## src/rtl/pipe_hazard_unit_if.sv

```systemverilog
// Hazard-unit signal bundle: the OF-stage instruction description and branch/perf
// controls flow in from the pipeline (master), and the interlock/forwarding controls
// flow back (slave = hazard unit).
interface pipe_hazard_unit_if #(
    parameter int REG_AW = 4,
    parameter int DEPTH  = 4,
    parameter int CNT_W  = 16
);
    localparam int SEL_W = $clog2(DEPTH + 1);

    logic              id_valid;
    logic [REG_AW-1:0] id_src1;
    logic              id_src1_used;
    logic [REG_AW-1:0] id_src2;
    logic              id_src2_used;
    logic [REG_AW-1:0] id_dst;
    logic              id_wb;
    logic              id_ld;
    logic              br_taken;
    logic              perf_clr;

    logic              stall;
    logic              bubble_ex;
    logic              flush;
    logic [SEL_W-1:0]  fwd_sel1;
    logic [SEL_W-1:0]  fwd_sel2;
    logic [SEL_W-1:0]  inflight_cnt;
    logic [CNT_W-1:0]  stall_cycles;

    modport master (
        output id_valid, id_src1, id_src1_used, id_src2, id_src2_used,
               id_dst, id_wb, id_ld, br_taken, perf_clr,
        input  stall, bubble_ex, flush, fwd_sel1, fwd_sel2, inflight_cnt, stall_cycles
    );

    modport slave (
        input  id_valid, id_src1, id_src1_used, id_src2, id_src2_used,
               id_dst, id_wb, id_ld, br_taken, perf_clr,
        output stall, bubble_ex, flush, fwd_sel1, fwd_sel2, inflight_cnt, stall_cycles
    );
endinterface

```

## src/rtl/pipe_hazard_unit.sv

```systemverilog
// Interlock / forwarding controller for the IF/OF/EX/MA/RW pipeline.
// A shift scoreboard remembers the register writes issued after OF; the OF
// instruction's sources are compared against it to pick forwarding paths or
// to hold the front end. All control outputs are combinational from the OF
// inputs and the registered scoreboard.
module pipe_hazard_unit #(
    parameter int REG_AW = 4,
    parameter int DEPTH  = 4,
    parameter int FWD_EN = 1,
    parameter int CNT_W  = 16
) (
    input  logic              clock,
    input  logic              reset,
    pipe_hazard_unit_if.slave hz
);
    localparam int SEL_W = $clog2(DEPTH + 1);

    typedef struct packed {
        logic              v;
        logic              wb;
        logic              ld;
        logic [REG_AW-1:0] dst;
    } entry_t;

    // entReg[0] = EX, [1] = MA, [2] = RW, [3] = WB latch
    entry_t           entReg [DEPTH];
    logic [DEPTH-1:0] match1;
    logic [DEPTH-1:0] match2;
    logic [DEPTH-1:0] isWrite;
    logic [SEL_W-1:0] youngest1;
    logic [SEL_W-1:0] youngest2;
    logic [SEL_W-1:0] inflightSum;
    logic             hazard;
    logic             stallInt;
    logic [CNT_W-1:0] stallCntReg;

    // Per-entry source comparison; register 0 is compared like any other.
    genvar gi;
    generate
        for (gi = 0; gi < DEPTH; gi++) begin : g_match
            assign isWrite[gi] = entReg[gi].v & entReg[gi].wb;
            assign match1[gi]  = hz.id_src1_used & isWrite[gi] & (entReg[gi].dst == hz.id_src1);
            assign match2[gi]  = hz.id_src2_used & isWrite[gi] & (entReg[gi].dst == hz.id_src2);
        end
    endgenerate

    // Youngest producer wins: scan oldest first so lower indices overwrite; also count live writes.
    always_comb begin
        youngest1   = '0;
        youngest2   = '0;
        inflightSum = '0;
        for (int k = DEPTH - 1; k >= 0; k--) begin
            if (match1[k]) youngest1 = SEL_W'(k + 1);
            if (match2[k]) youngest2 = SEL_W'(k + 1);
            inflightSum = inflightSum + SEL_W'(isWrite[k]);
        end
    end

    // With forwarding only a load still in EX cannot supply its result; without it any RAW blocks.
    always_comb begin
        hazard = 1'b0;
        if (FWD_EN != 0) begin
            hazard = (match1[0] | match2[0]) & entReg[0].ld;
        end else begin
            hazard = (|match1) | (|match2);
        end
    end

    // A taken branch kills the OF instruction, so it never stalls at the same time.
    assign stallInt        = hz.id_valid & hazard & ~hz.br_taken;
    assign hz.stall        = stallInt;
    assign hz.bubble_ex    = stallInt;
    assign hz.flush        = hz.br_taken;
    assign hz.fwd_sel1     = ((FWD_EN != 0) && hz.id_valid) ? youngest1 : '0;
    assign hz.fwd_sel2     = ((FWD_EN != 0) && hz.id_valid) ? youngest2 : '0;
    assign hz.inflight_cnt = inflightSum;
    assign hz.stall_cycles = stallCntReg;

    // Scoreboard always advances; a stalled or flushed OF slot enters as a bubble.
    always_ff @(posedge clock or negedge reset) begin
        if (!reset) begin
            for (int k = 0; k < DEPTH; k++) begin
                entReg[k] <= '0;
            end
        end else begin
            entReg[0] <= '{v:   hz.id_valid & ~stallInt & ~hz.br_taken,
                           wb:  hz.id_wb,
                           ld:  hz.id_ld,
                           dst: hz.id_dst};
            for (int k = 1; k < DEPTH; k++) begin
                entReg[k] <= entReg[k - 1];
            end
        end
    end

    // Saturating stall-cycle counter; a clear takes priority over counting.
    always_ff @(posedge clock or negedge reset) begin
        if (!reset) begin
            stallCntReg <= '0;
        end else if (hz.perf_clr) begin
            stallCntReg <= '0;
        end else if (stallInt && (stallCntReg != '1)) begin
            stallCntReg <= stallCntReg + CNT_W'(1);
        end
    end
endmodule

```

## src/flat_wrapper.sv

```systemverilog
// flat-port wrapper written by rule: the top's interface ports become plain ports
module pipe_hazard_unit_flat 
#(
    parameter int REG_AW = 4,
    parameter int DEPTH  = 4,
    parameter int FWD_EN = 1,
    parameter int CNT_W  = 16
)
  (clock, reset, hz_id_valid, hz_id_src1, hz_id_src1_used, hz_id_src2, hz_id_src2_used, hz_id_dst, hz_id_wb, hz_id_ld, hz_br_taken, hz_perf_clr, hz_stall, hz_bubble_ex, hz_flush, hz_fwd_sel1, hz_fwd_sel2, hz_inflight_cnt, hz_stall_cycles);
  pipe_hazard_unit_if #(.REG_AW(REG_AW), .DEPTH(DEPTH), .CNT_W(CNT_W)) hz_i ();
  input  logic clock;
  input  logic reset;
  input wire logic [$bits(hz_i.id_valid)-1:0] hz_id_valid;
  input wire logic [$bits(hz_i.id_src1)-1:0] hz_id_src1;
  input wire logic [$bits(hz_i.id_src1_used)-1:0] hz_id_src1_used;
  input wire logic [$bits(hz_i.id_src2)-1:0] hz_id_src2;
  input wire logic [$bits(hz_i.id_src2_used)-1:0] hz_id_src2_used;
  input wire logic [$bits(hz_i.id_dst)-1:0] hz_id_dst;
  input wire logic [$bits(hz_i.id_wb)-1:0] hz_id_wb;
  input wire logic [$bits(hz_i.id_ld)-1:0] hz_id_ld;
  input wire logic [$bits(hz_i.br_taken)-1:0] hz_br_taken;
  input wire logic [$bits(hz_i.perf_clr)-1:0] hz_perf_clr;
  output wire logic [$bits(hz_i.stall)-1:0] hz_stall;
  output wire logic [$bits(hz_i.bubble_ex)-1:0] hz_bubble_ex;
  output wire logic [$bits(hz_i.flush)-1:0] hz_flush;
  output wire logic [$bits(hz_i.fwd_sel1)-1:0] hz_fwd_sel1;
  output wire logic [$bits(hz_i.fwd_sel2)-1:0] hz_fwd_sel2;
  output wire logic [$bits(hz_i.inflight_cnt)-1:0] hz_inflight_cnt;
  output wire logic [$bits(hz_i.stall_cycles)-1:0] hz_stall_cycles;
  assign hz_i.id_valid = hz_id_valid;
  assign hz_i.id_src1 = hz_id_src1;
  assign hz_i.id_src1_used = hz_id_src1_used;
  assign hz_i.id_src2 = hz_id_src2;
  assign hz_i.id_src2_used = hz_id_src2_used;
  assign hz_i.id_dst = hz_id_dst;
  assign hz_i.id_wb = hz_id_wb;
  assign hz_i.id_ld = hz_id_ld;
  assign hz_i.br_taken = hz_br_taken;
  assign hz_i.perf_clr = hz_perf_clr;
  assign hz_stall = hz_i.stall;
  assign hz_bubble_ex = hz_i.bubble_ex;
  assign hz_flush = hz_i.flush;
  assign hz_fwd_sel1 = hz_i.fwd_sel1;
  assign hz_fwd_sel2 = hz_i.fwd_sel2;
  assign hz_inflight_cnt = hz_i.inflight_cnt;
  assign hz_stall_cycles = hz_i.stall_cycles;
  pipe_hazard_unit #(.REG_AW(REG_AW), .DEPTH(DEPTH), .FWD_EN(FWD_EN), .CNT_W(CNT_W)) u_core (.clock(clock), .reset(reset), .hz(hz_i));
endmodule
```

## config.mk

```make
export PLATFORM = sky130hd
export DESIGN_NAME = pipe_hazard_unit_flat
export DESIGN_NICKNAME = d
export VERILOG_FILES = /design/src/rtl/pipe_hazard_unit_if.sv /design/src/rtl/pipe_hazard_unit.sv /design/src/flat_wrapper.sv
export SDC_FILE = /design/constraint.sdc
export NUM_CORES = 1
export LEC_CHECK = 0
export BUFFER_PORTS_ARGS = -buffer_cell sky130_fd_sc_hd__buf_2
export CAP_MARGIN = 10
export CORE_MARGIN = 1.5
export CORE_UTILIZATION = 40
export DETAILED_ROUTE_END_ITERATION = 8
export PLACE_DENSITY = 0.7
export SETUP_SLACK_MARGIN = 0.3
export SYNTH_ARGS = -nofsm -noshare
export SYNTH_HDL_FRONTEND = slang
export SYNTH_SLANG_ARGS = --single-unit
```

## constraint.sdc

```tcl
create_clock -name clock -period 5.35 [get_ports clock]
set_clock_uncertainty 0.1 [all_clocks]
set_input_delay 0.2675 -clock clock [delete_from_list [all_inputs] [get_ports clock]]
set_output_delay 0.2675 -clock clock [all_outputs]
set_load 0.01 [all_outputs]
```

; ---- Word level (Yosys, flattened, before mapping)
; Cells that the tools add are included.
[totals]
ff_bits = 41
inputBits = 21
out_inout_bits = 28
word_cells = 69
[classes]
add_sub_neg = 4
eq_ne = 9
muxes = 12
n_bitwise = 28
n_reduce_logical = 2
[op_table]
columns = operator, n
row1 = $eq A4 B4 Y1, 8
row2 = $mux W16, 2
row3 = $mux W3, 10
row4 = $and A1 B1 Y1, 25
row5 = $add A16 B1 Y16 const B, 1
row6 = $ne A16 B16 Y1 const B, 1
row7 = $add A3 B1 Y3, 2
row8 = $add A1 B1 Y2, 1
row9 = $not A1 Y1, 2
row10 = $reduce_bool A2 Y1, 1
row11 = $logic_and A1 B1 Y1, 1
row12 = $or A1 B1 Y1, 1

; ---- Longest topological paths before layout
[logic_depth]
ltp_word = 10
depth_mapped = 8
ltp_nobuf = 7

; ---- Worst setup path before layout
; Ideal clock, no wire load.
[synth_timing]
path_type = register to register
from = reg u_core.stallCntReg[0], in the netlist u_core.hz.stall_cycles[0]
to = reg u_core.stallCntReg[10], in the netlist u_core.hz.stall_cycles[10]
setup_ps = 125
arrival_time_ps = 2051
required_time_ps = 5125
slack_ps = 3074
path_stages_with_launch = 9
path_buffers = 1
synth_period_minus_slack_ps = 2276
cell_sequence = dfrtp_1 > ha_1 > nand4_2 > or4_1 > buf_6 > nand3_2 > a21oi_2 > and3_1 > mux2_4
[synth_between]
elab_chain_cells = 3
word_cells_on_any_way = 6
cone_classes = add/sub (1) / eq/ne (1) / mux (2) / reduce/logical (2)
[synth_lines]
columns = item, line_no
row1 = from (decl), pipe_hazard_unit.sv:35  ; logic [CNT_W-1:0] stallCntReg;
row2 = from (signal assigned), pipe_hazard_unit.sv:103  ; stallCntReg <= stallCntReg + CNT_W'(1);
row3 = $add A16 B1 Y16 / $ne A16 B16 Y1 (equally long branches), "pipe_hazard_unit.sv:103, pipe_hazard_unit.sv:102"
row4 = $mux W16 / $logic_and A1 B1 Y1 (equally long branches), pipe_hazard_unit.sv:102  ; end else if (stallInt && (stallCntReg != '1)) begin
row5 = $mux W16 / $reduce_bool A2 Y1 (equally long branches), n/a
; Several ways; a longest one is shown, not always the timed one. The select of a mux whose other input is x is not followed.
; A chain may end at the register's enable or synchronous reset.

; ---- Final worst setup path
; Ends and elaborated chain as after synthesis.

==> results.md <==
- Status: finished with violations
- Failing checks: hold timing
- Ant diodes: 0
- Final setup fails: 0
- Routed WL: 4586 um
- Critical R2R Launch: u_core.hz.stall_cycles[0]$_DFFE_PN0P_
- GP Congestion: 0.9088
- Die Ht: 76.14 um
- Max_cap viols: 0
- Crit-path max FO: 8
- Worst path max stage delay: 710 ps
- Finished Layout Cells: 329
- Commonest non-fill, non-tap cell in the layout: buf_2
- Setup TNS: 0 ps
- Met3 GRT Util: 0.03713
- CTS Root Cell: clkbuf_8
- Slew margin rel.: 0.4087
- Initial antenna violation count: 0
- Initial DRT Pass Iterations: 4
- M2 GR Usage: 0.2694
- CP endpoint kind: flop
- GRT busiest layer: met2
- CTS tree: yes
- Power density over cell area: 244.6 nW/um^2
- Crit path buffers/inverters: 0
- Vias: 1689
- Placed Instances: 315
- Sink Count: 41
- Largest net degree at the start of global routing: 42
- Layout fillers: 494
- Final min period: 2448 ps
- First-pass GRT wire length: 8093 um
- Hold Crit Class: input pin to asynchronous set/reset pin
- Crit start category: flop
- FF-to-FF setup slack: 2900 ps
- Critical path type: flop to flop
- Initial Util: 0.4163
- Num rows: 26
- Worst path arrival time: 2520 ps
- Part of the cycle the worst path needs: 0.4575
- Delay-heaviest family, CP: simple AND/OR/NAND/NOR gates
- GR Overflow Total: 0
- Most frequent cells in the layout: 48 x buf_2, 41 x dfrtp_1, 27 x xnor2_1, 13 x a21oi_1, 13 x nor2_1
- Share of async-settable or async-resettable flops after synthesis: 1.000
- Met1 Track Usage GR: 0.2435
- CP Data Required Time: 5420 ps
- Unrepaired setup endpoints after global routing: false
- First DRT Iteration DRCs: 114
- Tot GR Track Use: 0.1744
- Via-to-Cell Ratio: 5.134
- Slowest stage cell, crit path: or4_1
- Post-synth EDFFs: 0
- Seq cells post-synth: 41
- Final Hold Vio Count: 14
- CTS H-tree lvls: 2
- Synthesized area per cell: 10.49 sq um
- Layout cell share with drive strength beyond 1: 0.2432
- R2r endpoint: u_core.hz.stall_cycles[10]$_DFFE_PN0P_
- Die area: 5797 sq um
- Chip Width: 76.14 um
- Post_cts resized: 0
- DP HPWL: 3406 um
- Antenna Nets Post-Route: 0
- Slew Viols, Final: 0
- Hold WS: -20.25 ps
- Worst Reg2Reg Path Length in Cells: 7
- Seq/Total Area, Yosys: 0.4795
- Mapped Nets: 229
- Highest clock rate: 0.4085 GHz
- Cell count after synthesis: 204
- CTS buffer count: 5
- Peak VDD IR: 0.1230 mV
- Number of I/O pins: 49
- Post-Syn Area: 2140 sq um
- Area Growth Syn to Fin: 21.58%
- CP cell instances: ha_1 -> nand4_2 -> or4_1 -> nand3_2 -> a21oi_2 -> and3_1 -> mux2_4
- Wire length per cell: 13.94 um
- Clock slew at reported path FFs: 90 ps
- Clock network latency to the later pin of the worst-skew pair: 300 ps
- Synth Flop Type: dfrtp_1
- Total Nets Final: 283
- PortBufs: 48
- Placeable Area: 5140 sq um
- Residual DRC count: 0
- Distinct cells, synth: 39
- Clock Path Buffers: 2
- Synth Warn #: 0
- Pleak: 1.183 nW
- Worst-Margin Slew: 887.0 ps
- Vias in the first global route: 1669
==> timing repair <==
item | in CTS | in global routing
endpoints found under the setup margin | 0 | 0
hold buffers | 6 | 0
hold endpoints to repair | 6 | 0
buffers inserted | 0 | 0
==> sequential cells by signal, indices dropped and copies added, names as in the netlist <==
name,count
u_core.hz.stall_cycles,16
u_core.entReg,25
==> synthesized netlist by cell type, types with 4 or more instances <==
cell type,n,area [sq um]
dfrtp_1,41,1026
a21oi_1,13,65.06
or3_1,5,31.28
nand2_1,8,30.03
nand3_1,11,55.05
nor3_1,6,30.03
and2_1,4,25.02
nor2_1,13,48.80
and3_1,7,43.79
nand4_1,11,68.82
xnor2_1,27,236.5
xor2_1,11,96.34
==> worst max-delay path by stage <==
stage / start / to / slack [ps] / cells past startpoint
6_report: u_core.hz.stall_cycles[0]$_DFFE_PN0P_ / u_core.hz.stall_cycles[10]$_DFFE_PN0P_ / 2900 / 7
5_1_grt: u_core.hz.stall_cycles[0]$_DFFE_PN0P_ / u_core.hz.stall_cycles[10]$_DFFE_PN0P_ / 2750 / 7
4_1_cts: u_core.hz.stall_cycles[0]$_DFFE_PN0P_ / u_core.hz.stall_cycles[10]$_DFFE_PN0P_ / 2910 / 7
3_5_place_dp: u_core.hz.stall_cycles[0]$_DFFE_PN0P_ / u_core.hz.stall_cycles[10]$_DFFE_PN0P_ / 2930 / 7
3_3_place_gp: u_core.hz.stall_cycles[0]$_DFFE_PN0P_ / u_core.hz.stall_cycles[10]$_DFFE_PN0P_ / 3000 / 7
2_1_floorplan: u_core.hz.stall_cycles[0]$_DFFE_PN0P_ / u_core.hz.stall_cycles[10]$_DFFE_PN0P_ / 3070 / 8
==> stage by stage <==
step	total power, W	utilization	setup WS [ps]	area, sq um
after detailed placement	0.0003916	0.4720	2929	2426
after global placement	0.0003904	0.4720	2996	2426
final	0.0006363	0.5061	2902	2601
after CTS	0.0006436	0.5061	2908	2601
after floorplan	0.0003654	-	3074	2140
after global routing	0.0006657	0.5061	2753	2601
==> layout make-up <==
| class | count | area (sq um) | area share |
|---|---|---|---|
| Clock buffer | 5 | 68.82 | 0.02646 |
| Sequential cell | 41 | 1026 | 0.3944 |
| Multi-Input combinational cell | 154 | 1065 | 0.4093 |
| Timing Repair Buffer | 54 | 300.3 | 0.1154 |
| Inverter | 2 | 7.507 | 0.002886 |
| Clock inverter | 3 | 46.29 | 0.01780 |
| Tap cell | 70 | 87.58 | 0.03367 |
==> power by group <==
| part | leakage [nW] | switching (W) | internal (W) | total, W |
|---|---|---|---|---|
| combinational | 0.609 | 0.0000331 | 0.0000275 | 0.0000605 |
| clock | 0.0543 | 0.000108 | 0.000140 | 0.000248 |
| sequential | 0.520 | 0.00000872 | 0.000319 | 0.000328 |
| total | 1.18 | 0.000150 | 0.000486 | 0.000636 |
==> per-layer routing <==
layer  wire [um]  vias to the layer above
met4          55                        0
met3         221                        5
met2        2040                       41
met1        2269                      806
met5           0                        -
li1            -                      837
==> kinds of logic (layout without fill, tap and decap cells) <==
group | after synthesis | after routing | synth area share
mux | 3 | 3 | 0.01696
simple gates | 83 | 83 | 0.2234
fa+ha+maj | 4 | 4 | 0.02690
compound gates | 26 | 26 | 0.07485
xor+xnor | 38 | 38 | 0.1556
buf+inv | 9 | 64 | 0.02280
flops | 41 | 41 | 0.4795
(Power assumes the default switching activity.)
